## config.mk

```make
export PLATFORM = sky130hd
export DESIGN_NAME = reg_load_sched
export DESIGN_NICKNAME = d
export VERILOG_FILES = /design/src/rtl/reg_load_sched.sv
export SDC_FILE = /design/constraint.sdc
export NUM_CORES = 1
export LEC_CHECK = 0
export CORE_MARGIN = 2
export CORE_UTILIZATION = 40
export CTS_BUF_LIST = sky130_fd_sc_hd__clkbuf_4 sky130_fd_sc_hd__clkbuf_8 sky130_fd_sc_hd__clkbuf_16
export DETAILED_ROUTE_END_ITERATION = 12
export PLACE_DENSITY_LB_ADDON = 0.3
export RECOVER_POWER = 100
export SETUP_SLACK_MARGIN = 0.02
export SYNTH_ARGS = -nofsm -noshare
export SYNTH_HDL_FRONTEND = slang
export SYNTH_SLANG_ARGS = --single-unit
```

## constraint.sdc

```tcl
create_clock -name C -period 1.7 [get_ports C]
set_clock_uncertainty 0.15 [all_clocks]
set_input_delay 0.34 -clock C [delete_from_list [all_inputs] [get_ports C]]
set_output_delay 0.34 -clock C [all_outputs]
set_load 0.005 [all_outputs]
```

## src/rtl/reg_load_sched.sv

```systemverilog
// Write-port scheduler: two requesters share one write path into a bank of load-enabled registers.
// Optional macro REG_LOAD_SCHED_FIXED_PRIO_EN: on a tie requester A always wins (default is round-robin).
module reg_load_sched #(
    parameter int DATA_W = 32,
    parameter int ADDR_W = 5,
    localparam int NREG  = 2**ADDR_W
) (
    input  logic              C,
    input  logic              nR,
    input  logic              reqA,
    input  logic [ADDR_W-1:0] addrA,
    input  logic [DATA_W-1:0] dataA,
    output logic              ackA,
    input  logic              reqB,
    input  logic [ADDR_W-1:0] addrB,
    input  logic [DATA_W-1:0] dataB,
    output logic              ackB,
    output logic [NREG-1:0]   L,
    output logic [DATA_W-1:0] D,
    output logic              busy,
    output logic              last_grant
);

    // state | meaning
    // IDLE  | sample requests, arbitrate, latch winner's addr/data
    // LOAD  | one-hot load enable on L for one cycle, D carries latched data
    // ACK   | L cleared, winner's ack pulses for one cycle
    typedef enum logic [1:0] {
        IDLE = 2'd0,
        LOAD = 2'd1,
        ACK  = 2'd2
    } state_t;

    state_t              state_q, state_d;
    logic [DATA_W-1:0]   data_q, data_d;
    logic [NREG-1:0]     l_q, l_d;
    logic                winner_q, winner_d;
    logic                last_grant_q, last_grant_d;
    logic                ack_a_q, ack_a_d;
    logic                ack_b_q, ack_b_d;
    logic                busy_q, busy_d;

    logic                tie_pick_b;
    logic                win_b;
    logic [ADDR_W-1:0]   sel_addr;

`ifdef REG_LOAD_SCHED_FIXED_PRIO_EN
    assign tie_pick_b = 1'b0;
`else
    assign tie_pick_b = ~last_grant_q;
`endif

    assign win_b    = reqB & (~reqA | tie_pick_b);
    assign sel_addr = win_b ? addrB : addrA;

    always_comb begin
        state_d      = state_q;
        data_d       = data_q;
        winner_d     = winner_q;
        last_grant_d = last_grant_q;
        l_d          = '0;
        ack_a_d      = 1'b0;
        ack_b_d      = 1'b0;

        case (state_q)
            IDLE: begin
                if (reqA || reqB) begin
                    winner_d     = win_b;
                    last_grant_d = win_b;
                    data_d       = win_b ? dataB : dataA;
                    // register 0 is hardwired zero: the write is scheduled but never enabled
                    if (sel_addr != '0) begin
                        l_d[sel_addr] = 1'b1;
                    end
                    state_d = LOAD;
                end
            end
            LOAD: begin
                ack_a_d = ~winner_q;
                ack_b_d = winner_q;
                state_d = ACK;
            end
            ACK: begin
                state_d = IDLE;
            end
            default: begin
                state_d = IDLE;
            end
        endcase

        busy_d = (state_d != IDLE);
    end

    always_ff @(posedge C) begin
        if (!nR) begin
            state_q      <= IDLE;
            data_q       <= '0;
            l_q          <= '0;
            winner_q     <= 1'b0;
            last_grant_q <= 1'b1;
            ack_a_q      <= 1'b0;
            ack_b_q      <= 1'b0;
            busy_q       <= 1'b0;
        end else begin
            state_q      <= state_d;
            data_q       <= data_d;
            l_q          <= l_d;
            winner_q     <= winner_d;
            last_grant_q <= last_grant_d;
            ack_a_q      <= ack_a_d;
            ack_b_q      <= ack_b_d;
            busy_q       <= busy_d;
        end
    end

    assign L          = l_q;
    assign D          = data_q;
    assign ackA       = ack_a_q;
    assign ackB       = ack_b_q;
    assign busy       = busy_q;
    assign last_grant = last_grant_q;

endmodule

```

==> impl_metrics.ini, run 1 <==
[worst_hold_path]
min_to = ackA$_SDFF_PN0_
holdCritPathClass = reg2reg
whs_path_depth = 1
holdCritStartpoint = winner_q$_SDFFE_PN0P_

[setup_path]
cp.required_ns = 1.21
cp_slowest_cell = clkdlybuf4s50_1
crit_buf_inv = 1
crit_type = reg2out
crit_family = buffers and inverters
r2r-end = L[12]$_SDFF_PN0_
reg2reg_from = last_grant$_SDFFE_PN1P_
cp-end-kind = output pin
regToRegSetupSlack_ns = 0.13
start_kind = flop
cp_max_fo = 1
max_stage_delay_ns = 0.50
worstPathArrival_ns = 1.16
reg2reg_depth = 4
path_cells = clkdlybuf4s50_1

[placed_design]
dp_cells = 605
dp_hpwl_um = 7110
port_buffers = 145
gp_congestion = 0.861
dpl_cell_area_sq_mm = 0.00488

[drt]
drt_iter0_drc = 223
via_per_inst = 5.46
routedWlPerCell_um = 16.1
drt_first_pass_iters = 5
route.detailed.drc = 0
num_vias = 3410
drt_wl_total_um = 10100
detail-route-antenna-nets = 0

[cells_and_area]
area_growth_pct = 58.2
seqCellArea_sq_mm = 0.00142
diodes = 0
layout_commonest_cell = clkdlybuf4s50_1
multi_input_area_sq_mm = 0.00143
most-common-layout-cells = clkdlybuf4s50_1, nand2_1, dfxtp_1, a21oi_1, nand3_1
fin_cells = 625
fin_util = 0.650
stdcell_area_sq_mm = 0.00500
layout-drive-gt1-share = 0.119
fin_nets = 596
n_fill_cell = 697

[grt]
antenna_found_initial = 0
grt_pass1_wl_um = 15600
grt_max_degree = 39
grt_overflow = 0
gr-usage-all-layers = 0.227
grt_pass1_vias = 3317

[sta]
rsz0062_at_grt = no
slew_violations = 0
fin_crit_ns = 1.65
clock.fmax_mhz = 608
hold_viol = 0
post-route-period-util = 0.968
setup_viol = 0
hold_ws_ns = 0.282

[power_and_ir_drop]
ir_worst_vdd_mv = 0.369
p_leak_nw = 2.05
power_density_mw_per_mm2 = 827

[die]
io_pins = 146
dieArea_sq_mm = 0.00863
std_cell_rows = 32
die_x_um = 92.9
start_util = 0.411
die_h_um = 92.9
design.core.area_sq_mm = 0.00769

[logic_synthesis]
synth_top_area_cell = dfxtp_1
ys_types = 29
avgSynthCellArea_sq_um = 8.75
synth_nets = 439
synthTopCellsByArea = dfxtp_1, a311oi_2, nand2_1
yosys.area_share.simple = 0.218
seq_area_frac_synth = 0.450
yosysWarnings = 0
synth_top_family_by_area = compound AO/OA/AOI/OAI gates
synth-seq-cells = 71
synth_cells = 361
synth_top_area_frac = 0.450
synth_compound_area_frac = 0.273
syn_area_sq_mm = 0.00316
synthXorXnorAreaFrac = 0
synth_mux_area_frac = 0
yosys.area_share.adder = 0

[clock_tree]
cts-root-buf = clkbuf_8
insertion_delay_ns = 0.33
htree_levels = 3
cts.sinks = 71
clockBufferDepth = 2
cts_buffers = 9
cts_tree = yes
clkTransAtPathRegs_ns = 0.07

[status]
status = complete, no violations

[job]
cap_violations = 0
[kinds of logic after synthesis]
logic type | after synthesis
AOI/OAI and AO/OA | 103
buffers and inverters | 38
DFF | 71
other | 1
and+or+nand+nor | 148
[timing repair]
item | in CTS | in global routing
gates cloned | 0 | 2
gates resized for setup | 40 | 27
buffers inserted | 0 | 2
hold buffers | 0 | 0
pin swaps | 0 | 6
setup endpoints to repair | 34 | 45
[routing by layer]
metal | share of wire | GRT usage | up-vias
met5 | 0 | 0 | -
met4 | 0.026 | 0.114 | 0
met3 | 0.11 | 0.0757 | 28
met2 | 0.48 | 0.370 | 205
met1 | 0.39 | 0.266 | 1561
li1 | - | - | 1616
[through the flow]
| step | TNS, ns | total power [W] | setup slack, ns |
|---|---|---|---|
| global placement | -12.97 | 0.00289 | -0.249 |
| floorplan | 0 | 0.00234 | 0.193 |
| finish | 0 | 0.00413 | 0.0542 |
| global route | 0 | 0.00433 | 0.0147 |
| CTS | 0 | 0.00421 | 0.0219 |
| detailed placement | -14.29 | 0.00291 | -0.299 |
[layout make-up]
type / count / area share
well taps: 102 / 0.0255
clock buffers: 11 / 0.0290
flip-flops and latches: 71 / 0.284
multi-input cells: 252 / 0.286
repair buffers: 181 / 0.361
clock inverters: 5 / 0.0113
inverters: 3 / 0.00225
[flip-flops by register name (all words and copies together) (netlist names)]
| signal | flops |
|---|---|
| winner_q | 1 |
| ackB | 1 |
| L | 32 |
| busy | 1 |
| ackA | 1 |
| D | 32 |
| state_q | 2 |
| last_grant | 1 |
[cells in the mapped netlist]
cell type  instances
a21bo_2            1
a21boi_0           1
a21boi_1           1
a21boi_2           1
a21oi_1           49
a311oi_1           2
a311oi_2          30
and2_1             4
and3_1             3
and3b_1            5
buf_1              3
buf_2             10
buf_6              4
clkbuf_1          18
conb_1             1
dfxtp_1           71
inv_1              3
nand2_1           80
nand3_1           32
nand3b_1           1
nand4_1            8
nor2_1             5
nor2b_1            4
nor3_1             2
nor3b_1            3
o21a_1             1
o21ai_0            1
o22ai_1           16
or2_1              1
[how the worst max path moves through the flow]
stage / startpoint / to / slack (ns) / cells past startpoint
2_1_floorplan: reqB / D[0]$_SDFFE_PN0P_ / 0.19 / 6
3_3_place_gp: reqB / L[1]$_SDFF_PN0_ / -0.25 / 5
3_5_place_dp: reqA / L[19]$_SDFF_PN0_ / -0.30 / 5
4_1_cts: L[2]$_SDFF_PN0_ / L[2] / 0.02 / 1
5_1_grt: last_grant$_SDFFE_PN1P_ / D[13]$_SDFFE_PN0P_ / 0.01 / 4
6_report: L[5]$_SDFF_PN0_ / L[5] / 0.05 / 1
[power breakdown]
part	leakage [nW]	internal [W]	total, W	switching [W]
logic	1.36	0.000505	0.000943	0.000438
registers	0.582	0.00177	0.00183	0.0000628
clock network	0.103	0.000734	0.00136	0.000622
Note: power is estimated with default switching activity, not from simulation.
==> run 2: changes to the inputs <==
--- a/config.mk
+++ b/config.mk
@@ -7,7 +7,6 @@
 export LEC_CHECK = 0
 export CORE_MARGIN = 2
 export CORE_UTILIZATION = 40
-export CTS_BUF_LIST = sky130_fd_sc_hd__clkbuf_4 sky130_fd_sc_hd__clkbuf_8 sky130_fd_sc_hd__clkbuf_16
 export DETAILED_ROUTE_END_ITERATION = 12
 export PLACE_DENSITY_LB_ADDON = 0.3
 export RECOVER_POWER = 100
==> constraint.sdc (replaced) <==
create_clock -name C -period 1.7 [get_ports C]
set_clock_uncertainty 0.15 [all_clocks]
set_input_delay 0.34 -clock C [delete_from_list [all_inputs] [get_ports C]]
set_output_delay 0.34 -clock C [all_outputs]
set_load 0.02 [all_outputs]
==> impl_metrics.ini, run 2 (synthesis results as in run 1) <==
[status]
status = complete, no violations

[sta]
fin_crit_ns = 1.66
rsz0062_at_grt = yes
setup_viol = 0
clock.fmax_mhz = 604
hold_viol = 0
post-route-period-util = 0.974
hold_ws_ns = 0.292
slew_violations = 0

[cells_and_area]
n_fill_cell = 660
diodes = 0
layout-drive-gt1-share = 0.146
seqCellArea_sq_mm = 0.00142
most-common-layout-cells = nand2_1, clkdlybuf4s50_1, dfxtp_1, dlygate4sd2_1, a21oi_1
fin_util = 0.653
area_growth_pct = 58.7
layout_commonest_cell = nand2_1
fin_nets = 594
multi_input_area_sq_mm = 0.00151

[grt]
grt_overflow = 0
antenna_found_initial = 0
grt_max_degree = 39
grt_pass1_wl_um = 15300
grt_pass1_vias = 3232
gr-usage-all-layers = 0.225

[power_and_ir_drop]
ir_worst_vdd_mv = 0.446
power_density_mw_per_mm2 = 905
power_w = 0.00454
p_leak_nw = 2.14

[setup_path]
cp_max_fo = 26
cp-end-kind = flop
start_kind = primary input
cp.required_ns = 1.79
crit_type = in2reg
worstPathArrival_ns = 1.75

[drt]
route.detailed.drc = 0
drt_first_pass_iters = 5
routedWlPerCell_um = 15.7
drt_wl_total_um = 9790
detail-route-antenna-nets = 0
via_per_inst = 5.40
drt_iter0_drc = 236
num_vias = 3366

[clock_tree]
cts-root-buf = clkbuf_8
cts_buffers = 9
clockBufferDepth = 2
cts.sinks = 71
clkTransAtPathRegs_ns = 0.07
htree_levels = 3
insertion_delay_ns = 0.34
cts_tree = yes

[die]
die_x_um = 92.9
design.core.area_sq_mm = 0.00769
dieArea_sq_mm = 0.00863
io_pins = 146
die_h_um = 92.9
start_util = 0.411
std_cell_rows = 32

[job]
cap_violations = 0

[worst_hold_path]
holdCritPathClass = reg2reg

[placed_design]
port_buffers = 145
dp_hpwl_um = 7090
gp_congestion = 0.862
==> run 2: cell count changes in the layout (fill, tap and decap cells not counted), sizes merged <==
| cell | delta |
|---|---|
| buf | +2 |
| dlygate4sd3 | -1 |
| dlymetal6s2s | -8 |
| dlygate4sd2 | +40 |
| inv | -1 |
| clkbuf | -5 |
| bufinv | +2 |
| clkdlybuf4s50 | -18 |
| clkdlybuf4s25 | -13 |
==> run 2: power breakdown <==
group	total [W]	internal, W	switching [W]
registers	0.00183	0.00177	0.0000577
clock network	0.00164	0.00101	0.000628
logic	0.00107	0.000503	0.000571
total	0.00454	0.00328	0.00126
==> run 2: per-stage QoR <==
stage | area [sq um] | setup TNS (ns) | std cells | setup WS, ns
after CTS | 5060 | 0 | 623 | 0.0562
after floorplan | 3160 | 0 | 361 | 0.130
final | 5020 | 0 | 623 | 0.0449
after global routing | 5020 | 0 | 623 | 0.0131
after global placement | 4890 | -12.71 | 606 | -0.250
after detailed placement | 4890 | -14.24 | 606 | -0.294
==> run 2: per-layer routing <==
metal	routed length [um]	vias to the layer above	GRT usage
met5	0	-	0
met4	271	0	0.109
met3	886	28	0.0806
met2	4640	154	0.372
met1	3990	1571	0.258
li1	-	1613	-
==> run 2: final timing paths <==
path | from | endpoint | slack [ns] | cells past startpoint
worst max register to register | state_q[0]$_SDFF_PN0_ | D[22]$_SDFFE_PN0P_ | 0.14 | 5
worst min-delay path | winner_q$_SDFFE_PN0P_ | ackA$_SDFF_PN0_ | 0.29 | 1
worst min register to register | winner_q$_SDFFE_PN0P_ | ackA$_SDFF_PN0_ | 0.29 | 1
worst max-delay path | reqA | D[26]$_SDFFE_PN0P_ | 0.04 | 5
==> run 2: critical path: stages <==
cell and delay, ns:
clkdlybuf4s50_1 0.43, or2_1 0.29, and2_2 0.25, buf_12 0.17, a311oi_1 0.26
==> run 2: layout make-up <==
class / count / share of cell area
multi-input cells: 252 / 0.302
clock buffers: 10 / 0.0274
clock inverters: 6 / 0.0214
well taps: 102 / 0.0254
repair buffers: 179 / 0.338
inverters: 3 / 0.00224
flip-flops and latches: 71 / 0.283
==> run 2: what timing repair did <==
| action | in CTS | in global routing |
|---|---|---|
| hold buffers | 0 | 0 |
| gates resized for setup | 68 | 3 |
| pin swaps | 1 | 2 |
| setup buffers | 1 | 0 |
| endpoints found under the setup margin | 69 | 5 |
